`config.mk`:
```
export PLATFORM = sky130hd
export DESIGN_NAME = biu_sequencer
export DESIGN_NICKNAME = d
export VERILOG_FILES = /design/src/rtl/biu_sequencer_pkg.sv /design/src/rtl/biu_sequencer_prefetch_queue.sv /design/src/rtl/biu_sequencer.sv
export SDC_FILE = /design/constraint.sdc
export NUM_CORES = 1
export LEC_CHECK = 0
export ABC_AREA = 1
export CORE_ASPECT_RATIO = 1.4
export CORE_MARGIN = 5
export CORE_UTILIZATION = 44
export DETAILED_ROUTE_END_ITERATION = 10
export GPL_ROUTABILITY_DRIVEN = 0
export PLACE_DENSITY = 0.89
export RECOVER_POWER = 50
export REMOVE_ABC_BUFFERS = 1
export SETUP_SLACK_MARGIN = 0.05
export SLEW_MARGIN = 20
export SYNTH_ARGS = -nofsm -noshare
export SYNTH_HDL_FRONTEND = slang
export SYNTH_SLANG_ARGS = --single-unit
```
`constraint.sdc`:
```
create_clock -name clk_i -period 2.91 [get_ports clk_i]
set_clock_uncertainty 0.05 [all_clocks]
set_input_delay 0.7275 -clock clk_i [delete_from_list [all_inputs] [get_ports clk_i]]
set_output_delay 0.7275 -clock clk_i [all_outputs]
set_load 0.1 [all_outputs]
```
`src/rtl/biu_sequencer_pkg.sv`:
```
// Shared definitions for the bus interface unit sequencer.
// Latency: n/a (types and constants only).
// Backpressure: n/a.
package biu_sequencer_pkg;

    // Bus-cycle sequencer states.
    typedef enum logic [1:0] {
        ST_IDLE = 2'd0,
        ST_ADDR = 2'd1,
        ST_WAIT = 2'd2,
        ST_DONE = 2'd3
    } state_e;

    // Segment selector codes presented to the address generator.
    typedef enum logic [1:0] {
        SEG_CS = 2'd0,
        SEG_DS = 2'd1,
        SEG_ES = 2'd2,
        SEG_SS = 2'd3
    } seg_e;

    // Base/index register selector codes; REG_NONE drops the term.
    typedef enum logic [2:0] {
        REG_BX   = 3'd0,
        REG_SI   = 3'd1,
        REG_DI   = 3'd2,
        REG_BP   = 3'd3,
        REG_SP   = 3'd4,
        REG_NONE = 3'd5
    } reg_e;

endpackage

```
`src/rtl/biu_sequencer_prefetch_queue.sv`:
```
// Circular prefetch FIFO of 16-bit instruction words with synchronous flush.
// Latency: a pushed word is visible on dat_o the cycle after the push edge.
// Backpressure: none internally; the producer must not push when full, pops on empty are ignored.
//
// Ports: clk_i/rst_n_i clock and synchronous active-low reset; flush_i empties
// the queue (wins over push/pop); push_i/push_dat_i write the tail; pop_i drops
// the head; vld_o = non-empty, dat_o = head word, count_o = occupancy.
module biu_sequencer_prefetch_queue #(
    parameter int DEPTH = 4,
    parameter int CW    = $clog2(DEPTH + 1)
) (
    input  logic          clk_i,
    input  logic          rst_n_i,
    input  logic          flush_i,
    input  logic          push_i,
    input  logic [15:0]   push_dat_i,
    input  logic          pop_i,
    output logic          vld_o,
    output logic [15:0]   dat_o,
    output logic [CW-1:0] count_o
);

    localparam int PW = (DEPTH > 1) ? $clog2(DEPTH) : 1;

    logic [15:0]   mem_q [DEPTH];
    logic [PW-1:0] wr_ptr_q;
    logic [PW-1:0] rd_ptr_q;
    logic [CW-1:0] count_q;
    logic          do_push;
    logic          do_pop;

    // Depth need not be a power of two, so pointers wrap explicitly.
    function automatic logic [PW-1:0] ptr_inc(input logic [PW-1:0] p);
        return (p == PW'(DEPTH - 1)) ? '0 : p + 1'b1;
    endfunction

    assign do_push = push_i && !flush_i && (count_q != CW'(DEPTH));
    assign do_pop  = pop_i && !flush_i && (count_q != '0);

    always_ff @(posedge clk_i) begin
        if (!rst_n_i) begin
            wr_ptr_q <= '0;
            rd_ptr_q <= '0;
            count_q  <= '0;
            for (int i = 0; i < DEPTH; i++) begin
                mem_q[i] <= '0;
            end
        end else if (flush_i) begin
            wr_ptr_q <= '0;
            rd_ptr_q <= '0;
            count_q  <= '0;
        end else begin
            if (do_push) begin
                mem_q[wr_ptr_q] <= push_dat_i;
                wr_ptr_q        <= ptr_inc(wr_ptr_q);
            end
            if (do_pop) begin
                rd_ptr_q <= ptr_inc(rd_ptr_q);
            end
            case ({do_push, do_pop})
                2'b10:   count_q <= count_q + 1'b1;
                2'b01:   count_q <= count_q - 1'b1;
                default: count_q <= count_q;
            endcase
        end
    end

    assign vld_o   = (count_q != '0);
    assign dat_o   = mem_q[rd_ptr_q];
    assign count_o = count_q;

endmodule

```
`src/rtl/biu_sequencer.sv`:
```
// Bus interface unit sequencer: arbitrates EU data accesses against instruction
// prefetch, runs one IDLE/ADDR/WAIT/DONE bus cycle at a time, feeds the prefetch queue.
// Latency: data ack in the 3rd cycle after the grant cycle with zero wait states;
// backpressure via MEM_READY (WAIT repeats), DATA_REQ held until DATA_ACK, prefetch stalls when queue is full.
//
// Ports: clk_i/rst_n_i; data_* EU access request/ack; flush_i/new_ip_i branch
// redirect; q_* prefetch queue head; op/seg/m1/m2/desp/ip address-generator
// controls; mem_* bus cycle request and memory response.
module biu_sequencer
    import biu_sequencer_pkg::*;
#(
    parameter int          QDEPTH   = 4,
    parameter logic [15:0] RESET_IP = 16'h0000
) (
    input  logic        clk_i,
    input  logic        rst_n_i,
    input  logic        data_req_i,
    input  logic        data_wr_i,
    input  logic [1:0]  data_seg_i,
    input  logic [2:0]  data_m1_i,
    input  logic [2:0]  data_m2_i,
    input  logic [15:0] data_desp_i,
    input  logic [15:0] data_wdata_i,
    output logic        data_ack_o,
    output logic [15:0] data_rdata_o,
    input  logic        flush_i,
    input  logic [15:0] new_ip_i,
    input  logic        q_pop_i,
    output logic        q_valid_o,
    output logic [15:0] q_data_o,
    output logic        op_o,
    output logic [1:0]  seg_sel_o,
    output logic [2:0]  m1_sel_o,
    output logic [2:0]  m2_sel_o,
    output logic [15:0] desp_o,
    output logic [15:0] ip_o,
    output logic        mem_req_o,
    output logic        mem_wr_o,
    output logic [15:0] mem_wdata_o,
    input  logic [15:0] mem_rdata_i,
    input  logic        mem_ready_i
);

    localparam int CW = $clog2(QDEPTH + 1);

    state_e        state_q,   state_d;
    logic          op_q,      op_d;
    logic          wr_q,      wr_d;
    logic [1:0]    seg_q,     seg_d;
    logic [2:0]    m1_q,      m1_d;
    logic [2:0]    m2_q,      m2_d;
    logic [15:0]   desp_q,    desp_d;
    logic [15:0]   wdata_q,   wdata_d;
    logic [15:0]   rdata_q,   rdata_d;
    logic [15:0]   ip_q,      ip_d;
    logic          discard_q, discard_d;
    logic          push;
    logic [CW-1:0] q_count;

    always_ff @(posedge clk_i) begin
        if (!rst_n_i) begin
            state_q   <= ST_IDLE;
            op_q      <= 1'b0;
            wr_q      <= 1'b0;
            seg_q     <= SEG_CS;
            m1_q      <= REG_NONE;
            m2_q      <= REG_NONE;
            desp_q    <= '0;
            wdata_q   <= '0;
            rdata_q   <= '0;
            ip_q      <= RESET_IP;
            discard_q <= 1'b0;
        end else begin
            state_q   <= state_d;
            op_q      <= op_d;
            wr_q      <= wr_d;
            seg_q     <= seg_d;
            m1_q      <= m1_d;
            m2_q      <= m2_d;
            desp_q    <= desp_d;
            wdata_q   <= wdata_d;
            rdata_q   <= rdata_d;
            ip_q      <= ip_d;
            discard_q <= discard_d;
        end
    end

    always_comb begin
        state_d   = state_q;
        op_d      = op_q;
        wr_d      = wr_q;
        seg_d     = seg_q;
        m1_d      = m1_q;
        m2_d      = m2_q;
        desp_d    = desp_q;
        wdata_d   = wdata_q;
        rdata_d   = rdata_q;
        ip_d      = ip_q;
        discard_d = discard_q;

        unique case (state_q)
            ST_IDLE: begin
                // Controls are latched only here so they stay frozen for the
                // whole bus cycle regardless of what the EU does meanwhile.
                if (data_req_i) begin
                    state_d   = ST_ADDR;
                    op_d      = 1'b1;
                    wr_d      = data_wr_i;
                    seg_d     = data_seg_i;
                    m1_d      = data_m1_i;
                    m2_d      = data_m2_i;
                    desp_d    = data_desp_i;
                    wdata_d   = data_wdata_i;
                    discard_d = 1'b0;
                end else if ((q_count < CW'(QDEPTH)) && !flush_i) begin
                    state_d   = ST_ADDR;
                    op_d      = 1'b0;
                    wr_d      = 1'b0;
                    seg_d     = SEG_CS;
                    m1_d      = REG_NONE;
                    m2_d      = REG_NONE;
                    desp_d    = '0;
                    discard_d = 1'b0;
                end
            end
            ST_ADDR: state_d = ST_WAIT;
            ST_WAIT: begin
                if (mem_ready_i) begin
                    state_d = ST_DONE;
                    rdata_d = mem_rdata_i;
                end
            end
            ST_DONE: state_d = ST_IDLE;
            default: state_d = ST_IDLE;
        endcase

        // A redirect during a prefetch lets the bus cycle finish but marks its
        // word stale so it is neither queued nor advances the fetch pointer.
        if (flush_i && (state_q != ST_IDLE) && !op_q) begin
            discard_d = 1'b1;
        end

        if (flush_i) begin
            ip_d = new_ip_i;
        end else if (push) begin
            ip_d = ip_q + 16'd2;
        end
    end

    assign push = (state_q == ST_DONE) && !op_q && !discard_q && !flush_i;

    biu_sequencer_prefetch_queue #(
        .DEPTH (QDEPTH),
        .CW    (CW)
    ) u_queue (
        .clk_i      (clk_i),
        .rst_n_i    (rst_n_i),
        .flush_i    (flush_i),
        .push_i     (push),
        .push_dat_i (rdata_q),
        .pop_i      (q_pop_i),
        .vld_o      (q_valid_o),
        .dat_o      (q_data_o),
        .count_o    (q_count)
    );

    assign mem_req_o    = (state_q == ST_ADDR) || (state_q == ST_WAIT);
    assign mem_wr_o     = mem_req_o && wr_q;
    assign mem_wdata_o  = wdata_q;
    assign data_ack_o   = (state_q == ST_DONE) && op_q;
    assign data_rdata_o = rdata_q;
    assign op_o         = op_q;
    assign seg_sel_o    = seg_q;
    assign m1_sel_o     = m1_q;
    assign m2_sel_o     = m2_q;
    assign desp_o       = desp_q;
    assign ip_o         = ip_q;

endmodule

```
==> results of run 1 <==
-- area by class of cell --
cell class | count | area [um^2]
Clock buffer | 20 | 437
Clock inverter | 12 | 151
Fill cell | 1214 | 5510
Inverter | 57 | 218
Multi-Input combinational cell | 479 | 2250
Sequential cell | 150 | 3640
Tap cell | 185 | 231
Timing Repair Buffer | 190 | 1540
-- cell families (layout without fill, tap and decap cells) --
family / Yosys count / count (layout) / share of synthesized area
AND/OR/NAND/NOR: 294 / 294 / 0.193
AO/OA/AOI/OAI: 172 / 172 / 0.144
flip-flops: 150 / 150 / 0.578
buffers and inverters: 92 / 279 / 0.0606
adder cells (fa/ha/maj): 8 / 8 / 0.0171
XOR/XNOR: 5 / 5 / 0.00695
-- synthesized netlist by cell type, drive strengths merged (7+ instances only) --
library cell and count:
nand2 115, edfxtp 64, dfxtp 86, inv 57
clkbuf 22, o22ai 21, nor3 16, o21ai 86
nor2 144, buf 13, a21oi 56, ha 7
nand3 13
-- stage by stage --
stage               utilization  setup TNS [ns]  total power (W)
floorplan                     -          -13.08          0.00470
global placement          0.587               0          0.00542
detailed placement        0.587               0          0.00546
CTS                       0.629               0          0.00766
global route              0.606               0          0.00772
finish                    0.606               0          0.00743
-- power by group through the flow --
stage               Combinational, W  Sequential (W)  Clock [W]
floorplan                   0.000755         0.00394          0
global placement             0.00281         0.00261          0
detailed placement           0.00284         0.00262          0
CTS                          0.00285         0.00258    0.00223
global route                 0.00280         0.00260    0.00231
finish                       0.00266         0.00257    0.00220
-- state kept, by name (all words and copies together), names as in the netlist, 3 cells and up, named ones only --
name             flops
data_rdata_o        16
desp_o              16
ip_o                16
m1_sel_o             3
m2_sel_o             3
mem_wdata_o         16
u_queue.count_o      3
u_queue.mem_q       64
-- critical path: stages (launching register included) --
cell,delay [ns]
dfxtp_1,0.39
buf_4,0.33
o21ai_0,0.17
o22ai_1,0.32
buf_12,0.22
-- how the worst max path moves through the flow --
stage	start	slack [ns]	endpoint	depth (start not counted)
3_3_place_gp	flush_i	0.14	u_queue.count_o[2]$_SDFFE_PP0P_	11
2_1_floorplan	flip-flop	-0.54	q_data_o[0]	3
6_report	flip-flop	0.26	q_data_o[12]	4
3_5_place_dp	flush_i	0.02	u_queue.count_o[2]$_SDFFE_PP0P_	11
5_1_grt	flush_i	0.12	u_queue.count_o[2]$_SDFFE_PP0P_	11
4_1_cts	flip-flop	0.09	q_data_o[12]	4
-- per-layer routing --
metal / up-vias / track usage / share of wire
met5: - / 0 / 0
met4: 0 / 0.0718 / 0.023
met3: 32 / 0.0624 / 0.067
met2: 176 / 0.376 / 0.54
met1: 2518 / 0.201 / 0.37
li1: 2754 / - / -
-- timing repair --
action,CTS,global route
gates resized for setup,0,2
setup endpoints to repair,0,12
setup buffers,0,0
==> qor.yml, run 1 <==
clock_power_share: 0.296
p_seq_frac: 0.346
grt_max_degree: 47
rows: 51
timing.hold.ws_ns: 0.412
worstReg2RegEnd: "data_rdata_o[5]$_SDFFE_PN0P_"
finalCritPeriodShare: 0.910
synth_cells: 721
p_switching_w: 0.00319
internal_power_w: 0.00424
setup_viol: 0
sw_frac_of_total: 0.430
synth_edf_count: 64
instances_no_fill: 1093
core_area_um2: 14000
maxSlewHeadroom: 0.0825
powerDensity_nw_per_um2: 878
cts_root_buf: "clkbuf_16"
place_area_um2: 8200
final_layout_size_suffix_gt1_frac: 0.0804
die_y_um: 152
layout_commonest_cell: "nor2_1"
rsz0062_at_grt: "false"
max_cap_violations: 0
cp_max_fo: 30
worstSetupPathType: "flip-flop to output port"
grt_use_total: 0.197
cts_buffer_depth: 2
antenna_found_initial: 0
hold_class: "flip-flop to flip-flop"
cts.sinks: 150
dp.cells: 1061
cp.arrival_ns: 1.87
finalHoldViolations: 0
syn_area_um2: 6300
drc: 0
via_count: 5480
rr_startpoint: "state_q[0]$_SDFFE_PN0P_"
grt_pass1_vias: 5524
mostFrequentLayoutCells: "nor2_1 (142), nand2_1 (113), o21ai_0 (85), dfxtp_1 (85), clkbuf_1 (80)"
ys_warn_count: 0
outcome: "finished, final reports clean"
startpoint_type: "flip-flop"
cts_hold_buf: 0
synth_top_area_share: 0.305
combPwrFrac: 0.358
n_antenna_cell: 0
drt-initial-drc-count: 311
grt_pass1_wl_um: 26500
max_freq_mhz: 378
whs_endpoint: "desp_o[12]$_SDFFE_PN0P_"
dr.pass1.iters: 4
design_area_um2: 8470
clock_latency_ns: 0.42
cts_tree: "done"
reg2reg_slack_ns: 0.63
synthFlopType: "dfxtp_1"
fin_crit_ns: 2.65
io-pin-count: 172
ys_ff_latch: 150
worst_slew_pin_slew_ns: 1.38
required_ns: 2.13
synth_cell_type_count: 33
ys_top_cells_by_area: "edfxtp_1 (31%), dfxtp_1 (27%), nor2_1 (8.4%), o21ai_0 (6.8%), nand2_1 (6.7%)"
post-place-ws_ns: 0.0202
synth-async-reset-ratio: 0
synth_area_per_cell_um2: 8.74
die_w_um: 111
seq_area_frac_synth: 0.578
leakage_nw: 3.15
worstSetupEndpointType: "output port"
ir_worst_vdd_uv: 834
htree_levels: 4
hp-start: "desp_o[12]$_SDFFE_PN0P_"
place_hpwl_um: 11900
layout.nets: 982
start_util: 0.451
postRouteAntennaNets: 0
vias_per_cell: 5.01
yosysTopAreaCell: "edfxtp_1"
slew_violations: 0
routedWlPerCell_um: 15.3
io_buffer_count: 171
cts_buffers: 17
clk_pin_slew_worst_paths_ns: 0.06
holdPathStages: 2
dieArea_um2: 16800
globalRouteOverflowTotal: 0
wl_um: 16700
setup_ws_ns: 0.263
ff2ff_path_depth: 6
syn_to_final_growth_pct: 34.4
(Power assumes the default switching activity.)
==> run 2: changes to the inputs <==
--- a/config.mk
+++ b/config.mk
@@ -9,8 +9,10 @@
 export CORE_ASPECT_RATIO = 1.4
 export CORE_MARGIN = 5
 export CORE_UTILIZATION = 44
+export CTS_CLUSTER_SIZE = 8
 export DETAILED_ROUTE_END_ITERATION = 10
 export GPL_ROUTABILITY_DRIVEN = 0
+export GPL_TIMING_DRIVEN = 0
 export PLACE_DENSITY = 0.89
 export RECOVER_POWER = 50
 export REMOVE_ABC_BUFFERS = 1
==> run 2 against run 1 <==
  * Power grew 1.0%
  * Sequential cell count unchanged
  * Maximum frequency shrank 5.7%
  * Combinational power increased by 6%
  * Global-route usage up 0.25 points
  * Non-clock buffer count fell by 7
  * Critical path depth is 3 lower
  * Via count grew 1.4%
  * Sequential share of layout area shrank 1.2 points
  * Wire length up 1.4%
  * Critical path type unchanged
  * Largest cell class unchanged
  * Largest power group unchanged
  * Highest routed layer unchanged
==> qor.yml, run 2 (synthesis gave the netlist of run 1 again) <==
layout.nets: 976  # -0.61%
slowest_stage: "clkdlybuf4s50_1"
final_layout_size_suffix_gt1_frac: 0.0843  # +0.00386
combPwrFrac: 0.374  # +0.016
die_w_um: 111  # unchanged
slew_violations: 0  # unchanged
hp-start: "seg_sel_o[1]$_SDFFE_PN0P_"
fin_crit_ns: 2.81  # +0.161 ns
leakage_nw: 3.23  # +2.7%
grt_pass1_wl_um: 26900  # +1.5%
vias_per_cell: 5.11  # +1.9%
max_freq_mhz: 356  # -5.7%
maxSlewHeadroom: 0.197  # +0.115
crit_chain: "clkdlybuf4s50_1"
powerDensity_nw_per_um2: 860  # -2.0%
setup_viol: 0  # unchanged
outcome: "finished, final reports clean"
postRouteAntennaNets: 0  # unchanged
timing.hold.ws_ns: 0.410  # -0.00199 ns
clock_power_share: 0.283  # -0.013
sw_frac_of_total: 0.425  # -0.00445
cts_hold_buf: 0  # unchanged
htree_levels: 4  # unchanged
largest_register_ffs: 64  # unchanged
drc: 0  # unchanged
max_cap_violations: 0  # unchanged
cts_root_buf: "clkbuf_16"
worstSetupEndpointType: "output port"
cts_buffer_depth: 2  # unchanged
via_count: 5556  # +1.4%
layout_commonest_cell: "clkdlybuf4s50_1"
start_util: 0.451  # unchanged
p_switching_w: 0.00319  # about the same
whs_endpoint: "seg_sel_o[1]$_SDFFE_PN0P_"
cpPeakStageDelay_ns: 1.19  # +0.80 ns
place_area_um2: 8140  # -0.73%
n_antenna_cell: 0  # unchanged
die_y_um: 152  # unchanged
drt-initial-drc-count: 338  # +8.7%
design_area_um2: 8730  # +3.1%
worstSetupPathDepth: 1  # -3
worstSetupPathType: "flip-flop to output port"
finalHoldViolations: 0  # unchanged
regMostFlops: "u_queue.mem_q"
clock_latency_ns: 0.41  # about the same
cpLargestDelayFamily: "buffers and inverters"
dr.pass1.iters: 7  # +3
internal_power_w: 0.00431  # +1.8%
finalCritPeriodShare: 0.965  # +0.0552
cp_max_fo: 7  # -77%
grt_use_total: 0.199  # +0.00246
cts_tree: "done"
holdPathStages: 2  # unchanged
rr_startpoint: "u_queue.wr_ptr_q[1]$_SDFFE_PP0N_"
startpoint_type: "flip-flop"
core_area_um2: 14000  # unchanged
rows: 51  # unchanged
grt_pass1_vias: 5596  # +1.3%
clk_pin_slew_worst_paths_ns: 0.06  # about the same
cts_buffers: 17  # unchanged
startpoint: "ip_o[3]$_SDFFE_PN0N_"
antenna_found_initial: 0  # unchanged
worst_slew_pin_slew_ns: 1.19  # -0.182 ns
grt_max_degree: 40  # -15%
cp.arrival_ns: 2.03  # +0.16 ns
rsz0062_at_grt: "false"
syn_to_final_growth_pct: 38.5
required_ns: 2.13  # about the same
hold_class: "flip-flop to flip-flop"
dieArea_um2: 16800  # unchanged
routedWlPerCell_um: 15.6  # +1.9%
io-pin-count: 172  # unchanged
globalRouteOverflowTotal: 0  # unchanged
ff2ff_path_depth: 4  # -2
place_hpwl_um: 11500  # -3.5%
reg2reg_slack_ns: 0.36  # -0.27 ns
mostFrequentLayoutCells: "clkdlybuf4s50_1 (146), nor2_1 (141), nand2_1 (111), o21ai_0 (86), dfxtp_1 (84)"
cts.sinks: 150  # unchanged
worstReg2RegEnd: "u_queue.mem_q[1][3]$_SDFFCE_PN0P_"
wl_um: 17000  # +1.4%
p_seq_frac: 0.342  # -0.004
io_buffer_count: 171  # unchanged
cp_num_buf_inv: 1  # -1
ir_worst_vdd_uv: 552  # -34%
## run 2: changes by cell type in the layout (fill, tap and decap cells not counted), sizes merged
| cell | delta |
|---|---|
| inv | -1 |
| dlygate4sd3 | -1 |
| dlygate4sd2 | +1 |
| clkbuf | -74 |
| buf | -12 |
| bufinv | -1 |
| clkinvlp | +2 |
| clkdlybuf4s50 | +72 |
| clkdlybuf4s15 | +7 |
| dlymetal6s2s | +1 |
## run 2: layout make-up
class	instances	area (um^2)
Clock buffer	21	440
Timing Repair Buffer	183	1770
Tap cell	185	231
Inverter	57	221
Fill cell	1139	5250
Sequential cell	150	3650
Timing Repair inverter	1	7.51
Clock inverter	11	128
Multi-Input combinational cell	479	2280
## run 2: worst max path at each step
stage	to	slack, ns
floorplan	q_data_o[0]	-0.54
global placement	u_queue.mem_q[3][4]$_DFFE_PP_	-1.96
detailed placement	q_data_o[3]	-1.14
CTS	q_data_o[0]	0.05
global route	ip_o[12]	0.05
finish	ip_o[3]	0.10
## run 2: layer usage
metal  global-route usage  share of wire
met5                    0              0
met4               0.0627          0.015
met3               0.0636          0.087
met2                0.377           0.53
met1                0.211           0.36
## run 2: power by group through the flow
stage	registers, W	clock network [W]	logic (W)
after floorplan	0.00394	0	0.000755
after global placement	0.00260	0	0.00281
after detailed placement	0.00261	0	0.00285
after CTS	0.00257	0.00215	0.00284
after global routing	0.00260	0.00225	0.00295
final	0.00257	0.00213	0.00281
## run 2: metrics by stage
stage | power, W | instances | util | setup TNS, ns | setup WS, ns
final | 0.00750 | 1087 | 0.624 | 0 | 0.102
after CTS | 0.00756 | 1086 | 0.625 | 0 | 0.0515
after floorplan | 0.00470 | 686 | - | -13.08 | -0.538
after global placement | 0.00541 | 1042 | 0.578 | -247.41 | -1.96
after detailed placement | 0.00546 | 1045 | 0.582 | -67.77 | -1.14
after global routing | 0.00780 | 1087 | 0.624 | 0 | 0.0503
## run 2: tightest hold or removal path: stages (launching register included)
cell and delay, ns:
dfxtp_1 0.31, nand2_1 0.06, a21oi_1 0.05
## run 2: repair_timing
action / in CTS / in global routing
buffers inserted: 8 / 1
pin swaps: 1 / 0
resized for setup: 85 / 6
endpoints found under the setup margin: 65 / 9
cloned: 1 / 0
==> run 3: changes to the inputs <==
--- a/config.mk
+++ b/config.mk
@@ -11,7 +11,7 @@
 export CORE_UTILIZATION = 44
 export CTS_CLUSTER_SIZE = 8
 export DETAILED_ROUTE_END_ITERATION = 10
-export GPL_ROUTABILITY_DRIVEN = 0
+export GPL_ROUTABILITY_DRIVEN = 1
 export GPL_TIMING_DRIVEN = 0
 export PLACE_DENSITY = 0.89
 export RECOVER_POWER = 50
==> results of run 3 <==
No change in the layout: final DEF, timing and power equal those of run 2.
==> patch 1 (config.mk and constraints of run 1) <==
Set the parameter `QDEPTH` to 2 (it was 4).
--- a/src/rtl/biu_sequencer.sv
+++ b/src/rtl/biu_sequencer.sv
@@ -9,7 +9,7 @@
 module biu_sequencer
     import biu_sequencer_pkg::*;
 #(
-    parameter int          QDEPTH   = 4,
+    parameter int          QDEPTH   = 2,
     parameter logic [15:0] RESET_IP = 16'h0000
 ) (
     input  logic        clk_i,
Formal check against the unedited RTL: not equivalent (a bounded check fails within 10 cycles, from zero or initial values and one cycle with rst_n_i low).
==> patch 1 against run 1 <==
- register-to-register slack better by 160 ps
- sequential cell count is 36 lower
- power decreased by 11%
- final area down 18%
- worst setup slack gained 15 ps
- synthesized area decreased by 24%
- routed wire length is 20% lower
- count of clock-buffer cells in the layout unchanged
- critical path type unchanged
- largest cell class unchanged
==> patch 1: results (changes against run 1) <==
.. list-table::
   :header-rows: 1

   * - Metric
     - Value
   * - Number of library cell types mapped by synthesis
     - 32 (was 33)
   * - Total Nets Final
     - 811 (was 982)
   * - CP delay by family, top
     - flip-flops (was buffers and inverters)
   * - Status
     - finished, final reports clean (unchanged)
   * - Overall fraction of global-route tracks in use
     - 20.58% (was 19.65%)
   * - Pin count of the biggest net entering global routing
     - 41 (was 47)
   * - Most instantiated cells after synthesis
     - 105 x sky130_fd_sc_hd__nand2_1, 82 x sky130_fd_sc_hd__dfxtp_1, 75 x sky130_fd_sc_hd__nor2_1 (was 141 x sky130_fd_sc_hd__nor2_1, 113 x sky130_fd_sc_hd__nand2_1, 86 x sky130_fd_sc_hd__dfxtp_1, 86 x sky130_fd_sc_hd__o21ai_0, 64 x sky130_fd_sc_hd__edfxtp_1)
   * - Capturing point of the worst reg2reg path
     - u_queue.mem_q[0][3] (was data_rdata_o[5])
   * - End of the critical path
     - q_data_o[8] (was q_data_o[12])
   * - Number of global-route vias before repair
     - 4,532 (was 5,524)
   * - Leakage power
     - 0.002639 µW (was 0.003148 µW)
   * - Top cells by area, synth
     - sky130_fd_sc_hd__dfxtp_1 34%, sky130_fd_sc_hd__edfxtp_1 20%, sky130_fd_sc_hd__nand2_1 8.3% (was sky130_fd_sc_hd__edfxtp_1 31%, sky130_fd_sc_hd__dfxtp_1 27%, sky130_fd_sc_hd__nor2_1 8.4%)
   * - Share of final-layout standard cells stronger than drive strength 1
     - 13.24% (was 8.040%)
   * - Worst reg-to-reg path cell count
     - 8 (was 6)
   * - Signal arrival time at the worst endpoint
     - 1850 ps (was 1870 ps)
   * - Hpwl dp
     - 9939 µm (was 11,900 µm)
   * - Syn Inst Count
     - 549 (was 721)
   * - Flip-flop count of the largest register, all copies and words added
     - 32 (was 64)
   * - Placed instance area
     - 6605 µm² (was 8199 µm²)
   * - Peak per-stage delay on the critical path
     - 810 ps (was 390 ps)
   * - Iter 0 DRT Violations
     - 248 (was 311)
   * - Routed wirelength normalized by instance count
     - 15.16 µm (was 15.30 µm)
   * - Cell Int Power
     - 3573 µW (was 4237 µW)
   * - Global-route wire length before repair
     - 21,450 µm (was 26,500 µm)
   * - Number of vias after detailed routing
     - 4,407 (was 5,480)
patch 1: cell types whose count changed in the layout (fill, tap and decap cells not counted), sizes merged, moves of 3 or more:
cell    change
nor2       -57
clkbuf      -6
mux2       +16
inv         -9
nor3       -12
nand2       -9
o22ai      -16
clkinv      +3
o21ai      -36
dfxtp       -4
edfxtp     -32
patch 1: routing by layer:
layer | part of all wire, % | up-vias | track usage, %
met5 | 0 | - | 0
met4 | 2.2 | 0 | 8.006
met3 | 7.0 | 27 | 7.543
met2 | 52 | 171 | 36.10
met1 | 39 | 2052 | 22.45
li1 | - | 2157 | -
patch 1: cell families (layout without fill, tap and decap cells):
logic type | count (synthesis) | after routing | synth area share, %
buf+inv | 75 | 266 | 6.430
fa+ha+maj | 5 | 5 | 1.312
mux | 16 | 16 | 3.779
flops | 114 | 114 | 54.59
simple gates | 216 | 216 | 19.95
compound gates | 118 | 118 | 13.02
xor+xnor | 5 | 5 | 0.9186
patch 1: area by class of cell:
class / instances / area, µm²
clock buffers: 20 / 479.2
clock inverters: 12 / 103.9
fillers: 905 / 3850
inverters: 49 / 183.9
multi-input cells: 360 / 1847
flip-flops and latches: 114 / 2603
well taps: 141 / 176.4
repair buffers: 185 / 1511
patch 1: how the worst min path moves through the flow:
stage                            start      endpoint  depth (start not counted)
final                       desp_o[13]    desp_o[13]                          2
after global placement    seg_sel_o[1]  seg_sel_o[1]                          2
after detailed placement    desp_o[14]    desp_o[14]                          2
after floorplan                   wr_q          wr_q                          2
after CTS                   desp_o[14]    desp_o[14]                          2
after global routing        desp_o[13]    desp_o[13]                          2
patch 1: power by group through the flow:
stage,clock [µW],combinational [µW],sequential (µW)
CTS,2020,2790,1990
floorplan,0,709,3350
finish,1980,2610,1990
global placement,0,2740,2010
global route,2100,2730,2020
detailed placement,0,2780,2020
patch 1: worst register-to-register path, stage by stage (launching register included):
cell                       delay (ps)
sky130_fd_sc_hd__dfxtp_1          330
sky130_fd_sc_hd__ha_1             230
sky130_fd_sc_hd__nand2_4          140
sky130_fd_sc_hd__nor2_8            60
sky130_fd_sc_hd__o21ai_0          180
sky130_fd_sc_hd__nor2_1            70
sky130_fd_sc_hd__nand2_1           90
sky130_fd_sc_hd__clkbuf_1         590
sky130_fd_sc_hd__nor2_1           100
patch 1: stage by stage:
| stage | util (%) | setup WS, ps | hold slack [ps] |
|---|---|---|---|
| detailed placement | 61.42 | 242.7 | 406.3 |
| CTS | 66.84 | 260.6 | 414.7 |
| global route | 64.20 | 166.5 | 431.6 |
| floorplan | - | 158.8 | 391.2 |
| global placement | 61.42 | 321.3 | 399.8 |
| finish | 64.20 | 277.9 | 411.4 |
==> patch 2 (flow settings as in run 1) <==
Made on the original files. Reset style: asynchronous (`rst_n_i`), changed in 2 clocked blocks. Comments in the files are not updated.
--- a/src/rtl/biu_sequencer_prefetch_queue.sv
+++ b/src/rtl/biu_sequencer_prefetch_queue.sv
@@ -37,7 +37,7 @@
     assign do_push = push_i && !flush_i && (count_q != CW'(DEPTH));
     assign do_pop  = pop_i && !flush_i && (count_q != '0);
 
-    always_ff @(posedge clk_i) begin
+    always_ff @(posedge clk_i or negedge rst_n_i) begin
         if (!rst_n_i) begin
             wr_ptr_q <= '0;
             rd_ptr_q <= '0;
--- a/src/rtl/biu_sequencer.sv
+++ b/src/rtl/biu_sequencer.sv
@@ -57,7 +57,7 @@
     logic          push;
     logic [CW-1:0] q_count;
 
-    always_ff @(posedge clk_i) begin
+    always_ff @(posedge clk_i or negedge rst_n_i) begin
         if (!rst_n_i) begin
             state_q   <= ST_IDLE;
             op_q      <= 1'b0;
Check against the original RTL: differs if rst_n_i is asserted again (counterexample within 4 cycles, from zero or initial values and one cycle with rst_n_i low); with rst_n_i held inactive, the same outputs for 4 cycles.
==> patch 2 against run 1 <==
- synthesized area up 5.7%
- critical path depth unchanged
- sequential cell count down 2
- maximum frequency down 2.5%
- worst setup slack worse by 67 ps
- critical path type unchanged
- global-route usage down 0.66 points
- non-clock buffer count down 6
- final area up 6.4%
- synthesized cell count down 1.4%
- register-to-register slack better by 90 ps
- routed wire length down 0.52%
- sequential share of layout area down 1.9 points
- critical endpoint is now q_data_o[6]
Power is left out: the tool's default activity adds up to more than one toggle a clock period on the data nets, which glitch-free logic cannot reach.
==> patch 2: results (changes against run 1) <==
.. list-table::
   :header-rows: 1

   * - Metric
     - Value
   * - Status
     - finished, final reports clean (unchanged)
   * - Number of register bits inferred by synthesis
     - 148 (was 150)
   * - FF-to-FF Start
     - state_q[0] (unchanged)
   * - Iter 0 DRT Violations
     - 284 (was 311)
   * - Clk_buf instances
     - 18 (was 20)
   * - Worst reg-to-reg path cell count
     - 5 (was 6)
   * - End point of the most critical hold path
     - u_queue.mem_q[18] (was desp_o[12])
   * - Pin count of the biggest net entering global routing
     - 67 (was 47)
   * - 1st-pass router iterations
     - 5 (was 4)
   * - Multi-Input Combinational
     - 475 (was 479)
   * - Metal1 wirelength
     - 6681 µm (was 6207 µm)
   * - Met1 usage
     - 24.17% (was 20.07%)
   * - Proportion of cell area occupied by multi-input gates
     - 27.72% (was 26.56%)
   * - Slew at the pin with the worst max-slew slack
     - 1457 ps (was 1376 ps)
   * - Non-Filler Cell Area, Final
     - 9009 µm² (was 8466 µm²)
   * - Global routing usage on met3
     - 4.424% (was 6.238%)
   * - Flop2flop setup slack
     - 720 ps (was 630 ps)
   * - Routed wirelength normalized by instance count
     - 15.32 µm (was 15.30 µm)
   * - Top cells by area, synth
     - sky130_fd_sc_hd__dfrtp_1 54%, sky130_fd_sc_hd__nand2_1 9.7%, sky130_fd_sc_hd__o21ai_2 4.2% (was sky130_fd_sc_hd__edfxtp_1 31%, sky130_fd_sc_hd__dfxtp_1 27%, sky130_fd_sc_hd__nor2_1 8.4%)
   * - Setup WS pre-CTS
     - 285.9 ps (was 20.16 ps)
   * - Syn Inst Count
     - 711 (was 721)
   * - Share of final-layout standard cells stronger than drive strength 1
     - 20.69% (was 8.040%)
   * - Signal arrival time at the worst endpoint
     - 1940 ps (was 1870 ps)
   * - Number of library cell types mapped by synthesis
     - 43 (was 33)
   * - Clock network area share
     - 6.736% (was 6.946%)
   * - Final Hold Slack
     - 422.4 ps (was 412.5 ps)
   * - Met2 usage in global routing
     - 32.61% (was 37.61%)
   * - Global-route wire length before repair
     - 27,430 µm (was 26,500 µm)
   * - Amount of wire on met2 after detailed routing
     - 8657 µm (was 9002 µm)
   * - Wire length on met3
     - 1057 µm (was 1120 µm)
   * - Overall fraction of global-route tracks in use
     - 18.99% (was 19.65%)
   * - Buffers, non-clock
     - 184 (was 190)
   * - Peak per-stage delay on the critical path
     - 430 ps (was 390 ps)
   * - Number of vias after detailed routing
     - 5,563 (was 5,480)
   * - Top fanout value on the critical path
     - 17 (was 30)
   * - Placed instance area
     - 8463 µm² (was 8199 µm²)
## patch 2: cell types whose count changed after synthesis, sizes merged, moves of 10 or more
cell           run 1  this run
a22o               0        21
dfxtp             86         0
nor3              16         3
o21ai             86       111
dfrtp              0       144
nand2            115       177
nor2             144        70
edfxtp            64         0
clkbuf            22        12
a21oi             56        24
## patch 2: cell families (layout without fill, tap and decap cells)
group	Yosys count	after routing	share of synthesized area (%)
compound gates	188	188	18.12
buf+inv	88	271	6.597
simple gates	272	272	16.93
fa+ha+maj	10	10	1.992
flops	148	148	55.70
xor+xnor	5	5	0.6579
## patch 2: how the worst max path moves through the flow
stage	cells after the start	slack [ps]	from	end
after detailed placement	11	290	flush_i	u_queue.count_o[2]
after CTS	4	120	u_queue.rd_ptr_q[1]	q_data_o[6]
after floorplan	3	-670	u_queue.rd_ptr_q[0]	q_data_o[0]
final	4	200	u_queue.rd_ptr_q[1]	q_data_o[6]
after global placement	11	370	flush_i	u_queue.count_o[2]
after global routing	4	50	u_queue.rd_ptr_q[1]	q_data_o[10]
